<file path="src/rtl/traffic_pkg.sv">
// Shared light codes and sensor FSM state encoding for the traffic light vehicle sensor.
package traffic_pkg;

    localparam logic [2:0] LIGHT_RED    = 3'b100;
    localparam logic [2:0] LIGHT_YELLOW = 3'b010;
    localparam logic [2:0] LIGHT_GREEN  = 3'b001;

    typedef enum logic [1:0] {
        StIdle    = 2'd0,
        StRequest = 2'd1,
        StServed  = 2'd2
    } sensor_state_e;

    function automatic logic light_code_legal(input logic [2:0] code);
        return (code == LIGHT_RED) || (code == LIGHT_YELLOW) || (code == LIGHT_GREEN);
    endfunction

endpackage

</file>
<file path="src/rtl/sensor_debounce.sv">
// Two-flop synchroniser plus run-length debounce for the raw inductive-loop input.
module sensor_debounce #(
    parameter int unsigned DEBOUNCE_CYCLES = 4
) (
    input  logic i_clk,
    input  logic i_rst_n,
    input  logic i_loop_raw,
    output logic o_present
);

    logic       r_sync1;
    logic       r_sync2;
    logic       r_present;
    logic [7:0] r_cnt;
    logic       w_present_d;
    logic [7:0] w_cnt_d;
    logic [7:0] w_cnt_inc;

    assign w_cnt_inc = r_cnt + 8'd1;

    // Count consecutive samples that disagree with the debounced level.
    always_comb begin
        w_present_d = r_present;
        w_cnt_d     = '0;
        if (r_sync2 != r_present) begin
            if (w_cnt_inc == 8'(DEBOUNCE_CYCLES)) begin
                w_present_d = ~r_present;
            end else begin
                w_cnt_d = w_cnt_inc;
            end
        end
    end

    always_ff @(posedge i_clk or negedge i_rst_n) begin
        if (!i_rst_n) begin
            r_sync1   <= 1'b0;
            r_sync2   <= 1'b0;
            r_present <= 1'b0;
            r_cnt     <= '0;
        end else begin
            r_sync1   <= i_loop_raw;
            r_sync2   <= r_sync1;
            r_present <= w_present_d;
            r_cnt     <= w_cnt_d;
        end
    end

    assign o_present = r_present;

endmodule

</file>
<file path="src/rtl/traffic_sensor_req.sv">
// Vehicle-sensor front end: holds a service request until the vehicle has seen green and left.
// Optional light-code checker is built when TRAFFIC_LIGHT_CHECK_EN is defined.
module traffic_sensor_req
    import traffic_pkg::*;
#(
    parameter int unsigned DEBOUNCE_CYCLES = 4,
    parameter int unsigned MAX_WAIT        = 200,
    parameter int unsigned CNT_W           = 8
) (
    input  logic             i_clk,
    input  logic             i_rst_n,
    input  logic             i_loop_raw,
    input  logic [2:0]       i_lights,
    output logic             o_req,
    output logic [CNT_W-1:0] o_vehicle_cnt,
    output logic             o_wait_timeout,
    output logic             o_illegal_code
);

    localparam int unsigned WaitW = $clog2(MAX_WAIT + 1);

    sensor_state_e    r_state, w_state_d;
    logic             r_req, w_req_d;
    logic [CNT_W-1:0] r_vehicle_cnt, w_vehicle_cnt_d;
    logic [WaitW-1:0] r_wait, w_wait_d;
    logic             r_timeout, w_timeout_d;
    logic             r_present_prev;
    logic             w_present;

    sensor_debounce #(
        .DEBOUNCE_CYCLES(DEBOUNCE_CYCLES)
    ) u_debounce (
        .i_clk      (i_clk),
        .i_rst_n    (i_rst_n),
        .i_loop_raw (i_loop_raw),
        .o_present  (w_present)
    );

    always_comb begin
        w_state_d       = r_state;
        w_vehicle_cnt_d = r_vehicle_cnt;
        w_wait_d        = r_wait;
        w_timeout_d     = r_timeout;
        unique case (r_state)
            StIdle: begin
                if (w_present && !r_present_prev) begin
                    w_state_d = StRequest;
                    w_wait_d  = '0;
                    if (r_vehicle_cnt != '1) w_vehicle_cnt_d = r_vehicle_cnt + CNT_W'(1);
                end
            end
            StRequest: begin
                // Green takes priority over a simultaneous departure.
                if (i_lights == LIGHT_GREEN) begin
                    w_state_d   = StServed;
                    w_timeout_d = 1'b0;
                end else if (!w_present) begin
                    w_state_d = StIdle;
                end else begin
                    if (r_wait != WaitW'(MAX_WAIT)) w_wait_d = r_wait + WaitW'(1);
                    if (r_wait >= WaitW'(MAX_WAIT - 1)) w_timeout_d = 1'b1;
                end
            end
            StServed: begin
                if (!w_present) w_state_d = StIdle;
            end
            default: w_state_d = StIdle;
        endcase
        w_req_d = (w_state_d == StRequest) || ((w_state_d == StServed) && w_present);
    end

    always_ff @(posedge i_clk or negedge i_rst_n) begin
        if (!i_rst_n) begin
            r_state        <= StIdle;
            r_req          <= 1'b0;
            r_vehicle_cnt  <= '0;
            r_wait         <= '0;
            r_timeout      <= 1'b0;
            r_present_prev <= 1'b0;
        end else begin
            r_state        <= w_state_d;
            r_req          <= w_req_d;
            r_vehicle_cnt  <= w_vehicle_cnt_d;
            r_wait         <= w_wait_d;
            r_timeout      <= w_timeout_d;
            r_present_prev <= w_present;
        end
    end

    assign o_req          = r_req;
    assign o_vehicle_cnt  = r_vehicle_cnt;
    assign o_wait_timeout = r_timeout;

`ifdef TRAFFIC_LIGHT_CHECK_EN
    logic [2:0] r_lights_q;
    logic [2:0] r_lights_p;
    logic [1:0] r_lights_vld;
    logic       r_illegal;
    logic       w_illegal_d;

    // Validity bits keep the reset value of the history from being judged.
    always_comb begin
        w_illegal_d = r_illegal;
        if (r_lights_vld[0] && !light_code_legal(r_lights_q)) w_illegal_d = 1'b1;
        if (r_lights_vld[1] && (r_lights_p == LIGHT_GREEN) && (r_lights_q == LIGHT_RED)) begin
            w_illegal_d = 1'b1;
        end
    end

    always_ff @(posedge i_clk or negedge i_rst_n) begin
        if (!i_rst_n) begin
            r_lights_q   <= '0;
            r_lights_p   <= '0;
            r_lights_vld <= '0;
            r_illegal    <= 1'b0;
        end else begin
            r_lights_q   <= i_lights;
            r_lights_p   <= r_lights_q;
            r_lights_vld <= {r_lights_vld[0], 1'b1};
            r_illegal    <= w_illegal_d;
        end
    end

    assign o_illegal_code = r_illegal;
`else
    assign o_illegal_code = 1'b0;
`endif

endmodule
</file>
<file path="config.mk">
export PLATFORM = sky130hd
export DESIGN_NAME = traffic_sensor_req
export DESIGN_NICKNAME = d
export VERILOG_FILES = /design/src/rtl/traffic_pkg.sv /design/src/rtl/sensor_debounce.sv /design/src/rtl/traffic_sensor_req.sv
export SDC_FILE = /design/constraint.sdc
export NUM_CORES = 1
export LEC_CHECK = 0
export BUFFER_PORTS_ARGS = -buffer_cell sky130_fd_sc_hd__clkbuf_2
export CORE_MARGIN = 4
export CORE_UTILIZATION = 30
export DETAILED_ROUTE_END_ITERATION = 8
export PLACE_DENSITY_LB_ADDON = 0.12
export SYNTH_ARGS = -nofsm -noshare
export SYNTH_HDL_FRONTEND = slang
export SYNTH_SLANG_ARGS = --single-unit
</file>
<file path="constraint.sdc">
create_clock -name i_clk -period 2.5 [get_ports i_clk]
set_input_delay 0.375 -clock i_clk [delete_from_list [all_inputs] [get_ports i_clk]]
set_output_delay 0.375 -clock i_clk [all_outputs]
set_load 0.01 [all_outputs]
</file>
---- After elaboration in Yosys (flattened, before gate mapping) ----
Index checks and enable logic that the tools add are counted.
cells by class
  equal/unequal tests ..................... 13
  reductions and logical operators ........ 12
  mux-type cells .......................... 14
  $lt $le $gt $ge ......................... 1
  add/sub/neg operators ................... 3
  bitwise operators ....................... 1
operators with widths
  kind                                                                    count
  8-bit 2-to-1 mux                                                        6
  8-bit by 1-bit adder with 8-bit output (second input constant)          3
  8-bit != test (second input constant)                                   2
  8-bit one-hot mux with 2 select lines                                   1
  8-bit by 3-bit equality test with 1-bit output (second input constant)  1
  8-bit >= comparator (second input constant)                             1
  2-bit 2-to-1 mux                                                        3
  2-bit != test (second input constant)                                   3
  2-bit one-hot mux with 3 select lines                                   1
  3-bit AND reduction                                                     2
  2-bit nonzero test                                                      3
  5-bit AND reduction                                                     1
  2-bit by 1-bit equality test with 1-bit output (second input constant)  2
  2-bit equality test (second input constant)                             2
  3-bit by 1-bit equality test with 1-bit output (second input constant)  1
  1-bit 2-to-1 mux                                                        3
  1-bit logical AND                                                       2
  2-bit zero test                                                         1
  2-bit by 1-bit != test with 1-bit output (second input constant)        1
  2-bit AND reduction                                                     1
  1-bit zero test                                                         1
  1-bit logical OR                                                        1
  1-bit != test                                                           1
  1-bit NOT                                                               1
storage, ports and cells
  output and inout port bits .............. 11
  input port bits ......................... 6
  flip-flop bits (word level) ............. 32
  word-level logic and storage cells ...... 54

---- Depth between registers and ports, before layout ----
Gate-level depths: netlist of run 1.
  depth after elaboration ................. 7
  depth in mapped cells ................... 6
  mapped depth without buffers ............ 6

---- Hierarchy ----
From an unflattened synthesis of run 1, not the netlist that was laid out.
second synthesis, totals
  cell total of the unflattened synthesis .. 157
  area, all modules ....................... 1614.0 µm²
by module, submodules not included
  module              area each (µm²)  instances  seq. area each (µm²)  cells each
  traffic_sensor_req  1052.3           1          525.5                 106
  sensor_debounce     561.8            1          275.3                 51

---- Worst setup path after synthesis of run 1 ----
No wires, ideal clock.
  path kind ............................... register to register
  from .................................... register r_state[0]
  to ...................................... register r_wait[7]
  data required time ...................... 2.434 ns
  arrival ................................. 2.085 ns
  buffers on the path ..................... 2
  setup time .............................. 0.066 ns
  slack ................................... 0.349 ns
  stages on the path, launching flop included .. 7
  clock period less this slack ............ 2.151 ns
  cells stage by stage .................... dfrtp_1 buf_6 or4b_4 buf_6 a2111o_1 or4_1 nand2_1
between the ends
  longest elaborated chain between the ends .. 3
  elaborated cells on any way between the ends .. 9
  classes of those cells .................. eq/ne: 5; mux: 1; reduce/logical: 3
ends and longest elaborated chain
  item                                                                               RTL line                  source
  from (decl)                                                                        traffic_sensor_req.sv:22  sensor_state_e r_state, w_state_d;
  from (signal assigned)                                                             traffic_sensor_req.sv:74  r_state <= StIdle;
  from (signal assigned)                                                             traffic_sensor_req.sv:81  r_state <= w_state_d;
  2-bit by 1-bit equality test with 1-bit output or 2-bit zero test (tied branches)  traffic_sensor_req.sv:44  unique case (r_state)
  2-bit by 1-bit != test with 1-bit output (no source line) (tied with other cells)  --
  5-bit AND reduction (no source line)                                               --
  to (signal assigned)                                                               traffic_sensor_req.sv:84  r_wait <= w_wait_d;
  to (decl)                                                                          traffic_sensor_req.sv:25  logic [WaitW-1:0] r_wait, w_wait_d;
Several ways; a longest one is shown, not always the timed one.
A chain may end at the register's enable or synchronous reset.

---- Final worst setup path of run 1 ----
Same ends and word-level chain as after synthesis.

==> results of run 1 <==
## where the power goes
part / switching (mW) / internal (mW) / total (mW)
Sequential: 0.116 / 0.623 / 0.739
Clock: 0.184 / 0.219 / 0.403
Combinational: 0.273 / 0.213 / 0.486
## per-layer routing
metal | vias up | share of wire (%)
li1 | 548 | -
met1 | 531 | 48
met2 | 42 | 44
met3 | 8 | 6.3
met4 | 0 | 2.5
met5 | - | 0
## cells by family after synthesis
| family | Yosys count | synth area share, % |
|---|---|---|
| muxes | 8 | 5.369 |
| adders and majority gates | 4 | 3.205 |
| AOI/OAI and AO/OA | 15 | 6.649 |
| xor gates and xnor gates | 11 | 6.170 |
| buffers and inverters | 5 | 2.404 |
| and+or+nand+nor | 68 | 24.68 |
| DFF | 32 | 51.28 |
| other | 1 | 0.2402 |
## sequential cells by signal, summed over array words and instances (netlist names), 2 cells and up
register and flops:
o_vehicle_cnt 8, r_wait 8, u_debounce.r_cnt 8, r_state 2
## cell usage after synthesis, types with 2 or more instances
library cell and n:
xnor2_1 7, nand4_1 3, nand2_1 13, nand2b_1 4, buf_6 2, o211ai_1 2
mux2i_1 5, xor2_1 4, nand3_1 12, o21a_1 2, nor3b_1 2, or2b_1 2
nor2b_1 5, and4_1 2, nor2_1 9, inv_1 2, a211oi_1 2, nor3_1 4
ha_1 4, a21oi_1 3, mux2_2 2, dfrtp_1 32, and3_1 4
## cells in the final DEF (no fill, tap or decap), types with 2 or more instances in the layout
master    count
a211oi_1      2
and3_1        4
xor2_1        4
nor2b_1       5
a21oi_1       3
clkbuf_8      6
nand2b_1      4
clkinv_2      2
nand3_1      12
mux2i_1       5
or2b_1        2
xnor2_1       7
nor2_1        9
o21a_1        2
nor3_1        4
nand2_1      13
dfrtp_1      32
ha_1          4
nand4_1       3
mux2_2        2
clkbuf_2     15
o211ai_1      2
nor3b_1       2
and4_1        2
inv_1         2
## cell type report
| type | instances | area share, % |
|---|---|---|
| Clock buffer | 6 | 4.612 |
| Inverter | 2 | 0.4193 |
| Timing Repair Buffer | 16 | 4.612 |
| Tap cell | 67 | 4.682 |
| Clock inverter | 2 | 0.5590 |
| Multi-Input combinational cell | 107 | 40.39 |
| Sequential cell | 32 | 44.72 |
## worst register-to-register path, delay by kind of cell, from the launching register on
| family | cells | cell delay [ps] |
|---|---|---|
| compound gates | 1 | 480 |
| flops | 1 | 460 |
| simple gates | 3 | 1160 |
## worst min path at each step
stage,slack [ps],from,endpoint,cells past startpoint
after floorplan,80,i_rst_n,o_req,0
after global placement,370,u_debounce.r_sync1,u_debounce.r_sync2,0
after detailed placement,360,u_debounce.r_sync1,u_debounce.r_sync2,0
after CTS,190,i_rst_n,o_vehicle_cnt[7],1
after global routing,190,i_loop_raw,u_debounce.r_sync1,1
final,180,i_rst_n,r_state[0],1
==> impl_metrics.toml, run 1 <==
[sta]
skew_ps = 5.354
worst_pin_slew_ps = 844.5
setup_viol = 0
drv_slew = 0
setup_ws_ps = 326.2
min_period_over_period_pct = 86.95
finalSetupTns_ps = 0
rsz0062_at_grt = "false"
hold_viol_final = 0
holdWs_ps = 177.7
fin_crit_ps = 2174
slew_headroom_pct = 43.58
timing.fmax_mhz = 460.0

[detailed_routing]
postRouteAntennaNets = 0
vias_per_cell = 4.866
totalWireLength_um = 3132
wire_per_inst_um = 13.50
drt_drc_violations_left = 0
first_iter_violations = 99
drtPass1Iterations = 4
vias = 1129

[logic_synthesis]
netlist_top_cells_area = "dfrtp_1, xnor2_1, nand3_1, ha_1, mux2i_1"
synth_top_area_share_pct = 51.28
synthCells = 144
synth-edff-count = 0
synth-seq-cells = 32
synth_ff_type = "dfrtp_1"
ys_types = 40
syn-num-nets = 154
syn_area_per_cell_um2 = 10.84
syn_area_mm2 = 0.001561
ys_seq_area_share_pct = 51.28
synth-warning-count = 0
yosys.area.top_type = "dfrtp_1"
ys_async_sr_fraction_pct = 100.0

[run_status]
status = "completed"

[worst_setup_path]
slowest_delay_ps = 610
crit_start = "r_state[0]"
path_max_fanout = 9
cp-start-kind = "register"
path_class = "reg -> reg"
arrival_ps = 2400
critPathBufInv = 0
crit_chain = "or4b_4 > a2111o_1 > or4_1 > nand2_1"
slowest_stage = "or4b_4"
r2r_slack_ps = 330
path_delay_family = "simple AND/OR/NAND/NOR gates"
rr_worst_depth = 4
r2r_end = "r_wait[7]"
cp_num_cells = 4
r2r-start = "r_state[0]"
end_kind = "register"
critPathCapture = "r_wait[7]"
worst_ep_required_time_ps = 2720

[grt]
groute.layer.met3.usage_pct = 3.139
grt_max_degree = 33
grt_pass1_wl_um = 5361
grt_remaining_overflow = 0
first_global_vias = 1118
grt_busiest_layer = "met2"
met2_usage_pct = 16.14
grt_antenna_before_repair = 0
track_usage_pct = 10.95
use_met1_pct = 14.73

[clock_tree]
clock_path_buffers = 2
cts_tree = "built"
clock_latency_ps = 280
postCtsSetupRepairBufs = 0
cts_sinks = 32
post_cts_resize_count = 0
cts_htree_levels = 2
numCtsBuffers = 5
clkTransAtPathRegs_ps = 70
cts_root_buffer = "clkbuf_8"
hold_buffers = 0

[floorplanning]
die_x_um = 80.15
fp.dieH_um = 80.15
io_pins = 17
initial_core_util_pct = 32.00
core_area_mm2 = 0.004880
dieArea_mm2 = 0.006423
rows = 25

[final_layout]
finish.instance_area_mm2 = 0.001790
multi_input_area_um2 = 723.2
antenna_cells = 0
fill_cells = 517
area_delta_synth_final_pct = 14.66
ff_latch_area_um2 = 800.8
layout-drive-gt1-share_pct = 16.97
utilization_pct = 36.69
nets = 174
stdcell_count = 232

[place]
port-buffer-count = 15
dpl.cell_count = 224
routabilityCongestion = 0.7364
dp_hpwl_um = 2247
dpl_cell_area_mm2 = 0.001698
pre_cts_ws_ps = 340.6

[power_and_ir_drop]
ir_drop_mv = 0.4402
leakage_nw = 0.8200
total_power_mw = 1.628
power_density_mw_per_mm2 = 909.0

[flow_run]
maxCapViolCount = 0

[min_path]
hold_path.class = "in -> async"
Power figures use the tool's default switching activity.
==> inputs of run 2 (changes only) <==
--- a/config.mk
+++ b/config.mk
@@ -12,2 +12,3 @@
 export PLACE_DENSITY_LB_ADDON = 0.12
+export SETUP_SLACK_MARGIN = 0.5
 export SYNTH_ARGS = -nofsm -noshare
==> constraint.sdc (replaced) <==
create_clock -name i_clk -period 2.5 [get_ports i_clk]
set_input_delay 0 -clock i_clk [delete_from_list [all_inputs] [get_ports i_clk]]
set_output_delay 0 -clock i_clk [all_outputs]
set_load 0.01 [all_outputs]
==> impl_metrics.toml, run 2 (synthesized netlist as in run 1, its figures left out) <==
[run_status]
status = "completed"

[detailed_routing]
totalWireLength_um = 3122
drtPass1Iterations = 4
first_iter_violations = 77
wire_per_inst_um = 13.29
vias_per_cell = 4.830
drt_drc_violations_left = 0
vias = 1135
postRouteAntennaNets = 0

[worst_setup_path]
r2r-start = "r_state[1]"
slowest_delay_ps = 540
path_class = "reg -> reg"
r2r_end = "r_wait[7]"
path_max_fanout = 6
crit_chain = "or4b_4 > a2111o_1 > or4_1 > nand2_1"
r2r_slack_ps = 530
rr_worst_depth = 4
arrival_ps = 2200
end_kind = "register"
slowest_stage = "or4b_4"
cp-start-kind = "register"
crit_start = "r_state[1]"
worst_ep_required_time_ps = 2730

[power_and_ir_drop]
combinationalPowerShare_pct = 29.0
ir_drop_mv = 0.3582
internal_power_mw = 1.147
power_density_mw_per_mm2 = 947.4
power_frac_clock_pct = 28.6
p_sw_uw = 597.0
leakage_nw = 0.8318
p_sw_share_pct = 34.24
p_seq_share_pct = 42.4

[grt]
track_usage_pct = 10.89
grt_max_degree = 33
first_global_vias = 1113
grt_remaining_overflow = 0
grt_antenna_before_repair = 0
grt_pass1_wl_um = 5347

[flow_run]
maxCapViolCount = 0

[clock_tree]
cts_sinks = 32
clkTransAtPathRegs_ps = 70
cts_htree_levels = 2
cts_tree = "built"
clock_latency_ps = 290
cts_root_buffer = "clkbuf_8"
numCtsBuffers = 5
clock_path_buffers = 2

[min_path]
min_to = "r_state[1]"
min_from = "i_lights[2]"
hold_path.class = "in -> reg"
holdPathStages = 4

[sta]
slew_headroom_pct = 44.64
worst_pin_slew_ps = 830.4
setup_viol = 0
min_period_over_period_pct = 78.93
timing.fmax_mhz = 506.8
skew_ps = 7.913
fin_crit_ps = 1973
hold_viol_final = 0
drv_slew = 0
holdWs_ps = 110.3
finalSetupTns_ps = 0
rsz0062_at_grt = "true"

[final_layout]
layout-drive-gt1-share_pct = 19.05
nets = 177
final_common_cell = "dfrtp_1"
antenna_cells = 0
utilization_pct = 37.72
final_cell_mix = "dfrtp_1, clkbuf_2, nand2_1, nand3_1, nor2_1"
area_delta_synth_final_pct = 17.87

[floorplanning]
core_area_mm2 = 0.004880
dieArea_mm2 = 0.006423
initial_core_util_pct = 32.00
rows = 25
io_pins = 17
fp.dieH_um = 80.15
die_x_um = 80.15

[place]
routabilityCongestion = 0.7736
port-buffer-count = 15
dp_hpwl_um = 2145
run 2: layer usage:
| metal | up-vias | GRT usage [%] | wire length (um) |
|---|---|---|---|
| li1 | 560 | - | - |
| met1 | 543 | 14.86 | 1536 |
| met2 | 26 | 15.81 | 1387 |
| met3 | 6 | 3.700 | 146 |
| met4 | 0 | 4.054 | 51 |
| met5 | - | 0 | 0 |
run 2: repair_timing:
action	4_1_cts	5_1_grt
endpoints found under the setup margin	1	2
gates resized for setup	0	3
cloned	0	0
hold buffers	2	0
endpoints found under the hold margin	33	0
pin swaps	1	0
setup buffers	1	0
run 2: power groups by stage:
stage / sequential [mW] / clock [mW] / combinational, mW
after floorplan: 0.733 / 0 / 0.356
after global placement: 0.737 / 0 / 0.491
after detailed placement: 0.742 / 0 / 0.494
after CTS: 0.738 / 0.514 / 0.510
after global routing: 0.762 / 0.535 / 0.562
final: 0.740 / 0.499 / 0.505
run 2: worst max-delay path, delay by kind of cell (launching register included):
family	cells	cell delay [ps]
and+or+nand+nor	3	1030
DFF	1	450
AOI/OAI and AO/OA	1	430
run 2: worst max-delay path by stage:
stage,endpoint,slack (ps)
6_report,r_wait[7],530
4_1_cts,r_wait[7],510
3_3_place_gp,r_wait[7],510
2_1_floorplan,r_wait[7],500
5_1_grt,r_wait[7],460
3_5_place_dp,r_wait[7],440
run 2: stage by stage:
stage                     power [mW]  area (um2)  setup slack (ps)  std cells
after floorplan                1.089        1562             497.5        144
after global placement         1.228        1698             513.6        224
after detailed placement       1.236        1698             439.4        224
after CTS                      1.761        1837             509.9        235
after global routing           1.859        1841             461.7        235
final                          1.744        1841             526.7        235
run 2: area by class of cell:
class	count	area, um2
fillers	524	3039
clock buffers	5	68.82
well taps	67	83.83
repair buffers	19	110.1
clock inverters	3	42.54
inverters	2	7.507
multi-input cells	107	723.2
flip-flops and latches	32	804.5
==> inputs of run 3 (changes only) <==
clock period = 2 ns   (was 2.5 ns; I/O delays follow)
==> impl_metrics.toml, run 3 (synthesized netlist as in run 1, its figures left out) <==
[run_status]
status = "completed"

[detailed_routing]
vias_per_cell = 4.917
drtPass1Iterations = 5
drt_drc_violations_left = 0
totalWireLength_um = 3184
wire_per_inst_um = 13.21
vias = 1185
topRoutingLayerUsed = "met4"
wl_met3_um = 193
first_iter_violations = 60
wl_met2_um = 1493
postRouteAntennaNets = 0
met1_length_um = 1413

[power_and_ir_drop]
power_density_mw_per_mm2 = 1176
leakage_nw = 0.8797
ir_drop_mv = 0.5416

[final_layout]
finish.instance_area_mm2 = 0.001951
final_cell_mix = "dfrtp_1, clkbuf_2, nand3_1, nand2_1"
area_delta_synth_final_pct = 24.92
final_common_cell = "dfrtp_1"
utilization_pct = 39.97
antenna_cells = 0
fill_cells = 495
nets = 183
layout-drive-gt1-share_pct = 27.01

[grt]
grt_pass1_wl_um = 5595
first_global_vias = 1242
grt_max_degree = 33
grt_antenna_before_repair = 0
grt_remaining_overflow = 0
track_usage_pct = 11.26

[worst_setup_path]
slowest_delay_ps = 520
cp-start-kind = "register"
arrival_ps = 2110
rr_worst_depth = 4
crit_chain = "or4b_4 > a2111o_1 > or4_1 > nand2_1"
worst_ep_required_time_ps = 2220
end_kind = "register"
slowest_stage = "or4b_4"
path_class = "reg -> reg"
path_max_fanout = 4
r2r-start = "r_present_prev"
r2r_slack_ps = 110
r2r_end = "r_wait[7]"

[min_path]
holdPathStages = 4
hold_path.class = "in -> reg"
min_to = "r_state[1]"
min_from = "i_lights[2]"

[floorplanning]
rows = 25
dieArea_mm2 = 0.006423
initial_core_util_pct = 32.00
core_area_mm2 = 0.004880
io_pins = 17
die_x_um = 80.15
fp.dieH_um = 80.15

[sta]
finalSetupTns_ps = 0
timing.fmax_mhz = 530.3
min_period_over_period_pct = 94.30
slew_headroom_pct = 16.24
drv_slew = 0
skew_ps = 4.671
setup_viol = 0
fin_crit_ps = 1886
hold_viol_final = 0
worst_pin_slew_ps = 1254
rsz0062_at_grt = "true"

[clock_tree]
clkTransAtPathRegs_ps = 70
clock_latency_ps = 280
cts_tree = "built"
cts_root_buffer = "clkbuf_8"
cts_htree_levels = 2
clock_path_buffers = 2
numCtsBuffers = 5
cts_sinks = 32

[place]
dp_hpwl_um = 2175
routabilityCongestion = 0.7416
dpl_cell_area_mm2 = 0.001728
port-buffer-count = 15

[flow_run]
maxCapViolCount = 0
run 3: cell types whose count changed in the layout (fill, tap and decap cells not counted), sizes merged:
cell	before	now
clkinvlp	1	0
buf	2	8
clkbuf	20	21
run 3: report_power, final:
group          internal (mW)  leakage, nW  switching, mW
sequential             0.781        0.421          0.108
combinational          0.359        0.404          0.440
clock                  0.369       0.0552          0.236
run 3: metrics by stage:
| step | hold slack [ps] | setup WS [ps] | total power [mW] | instances |
|---|---|---|---|---|
| finish | 195.5 | 114.1 | 2.294 | 241 |
| global route | 220.1 | 57.48 | 2.474 | 241 |
| CTS | 147.7 | 104.6 | 2.286 | 240 |
| detailed placement | 110.5 | 132.7 | 1.594 | 228 |
| global placement | 111.6 | 153.2 | 1.582 | 228 |
| floorplan | -295.6 | -2.056 | 1.362 | 144 |
run 3: what timing repair did:
action	in CTS	in global routing
pin swaps	1	1
gates resized for setup	9	8
hold buffers	2	0
setup buffers	2	1
hold endpoints to repair	33	0
setup endpoints to repair	11	13
run 3: worst max path at each step:
stage	start	endpoint	cells past startpoint
floorplan	r_state[1]	r_wait[7]	5
global placement	r_present_prev	r_wait[7]	4
detailed placement	r_present_prev	r_wait[7]	4
CTS	r_state[1]	r_wait[7]	4
global route	r_state[1]	r_wait[7]	4
finish	r_present_prev	r_wait[7]	4
run 3: critical path, delay by kind of cell, from the launching register on:
family          cells  cell delay [ps]
compound gates      1              420
flops               1              400
simple gates        3             1000
run 3: area by class of cell:
cell class | count | area, um2 | share of cell area (%)
Clock buffer | 6 | 72.57 | 3.720
Clock inverter | 2 | 35.03 | 1.796
Inverter | 2 | 7.507 | 0.3849
Multi-Input combinational cell | 107 | 793.3 | 40.67
Sequential cell | 32 | 803.3 | 41.18
Tap cell | 67 | 83.83 | 4.298
Timing Repair Buffer | 25 | 155.1 | 7.954
run 3: layer usage:
layer	vias up	track usage, %
li1	566	-
met1	569	14.39
met2	40	17.55
met3	10	3.587
met4	0	4.561
met5	-	0
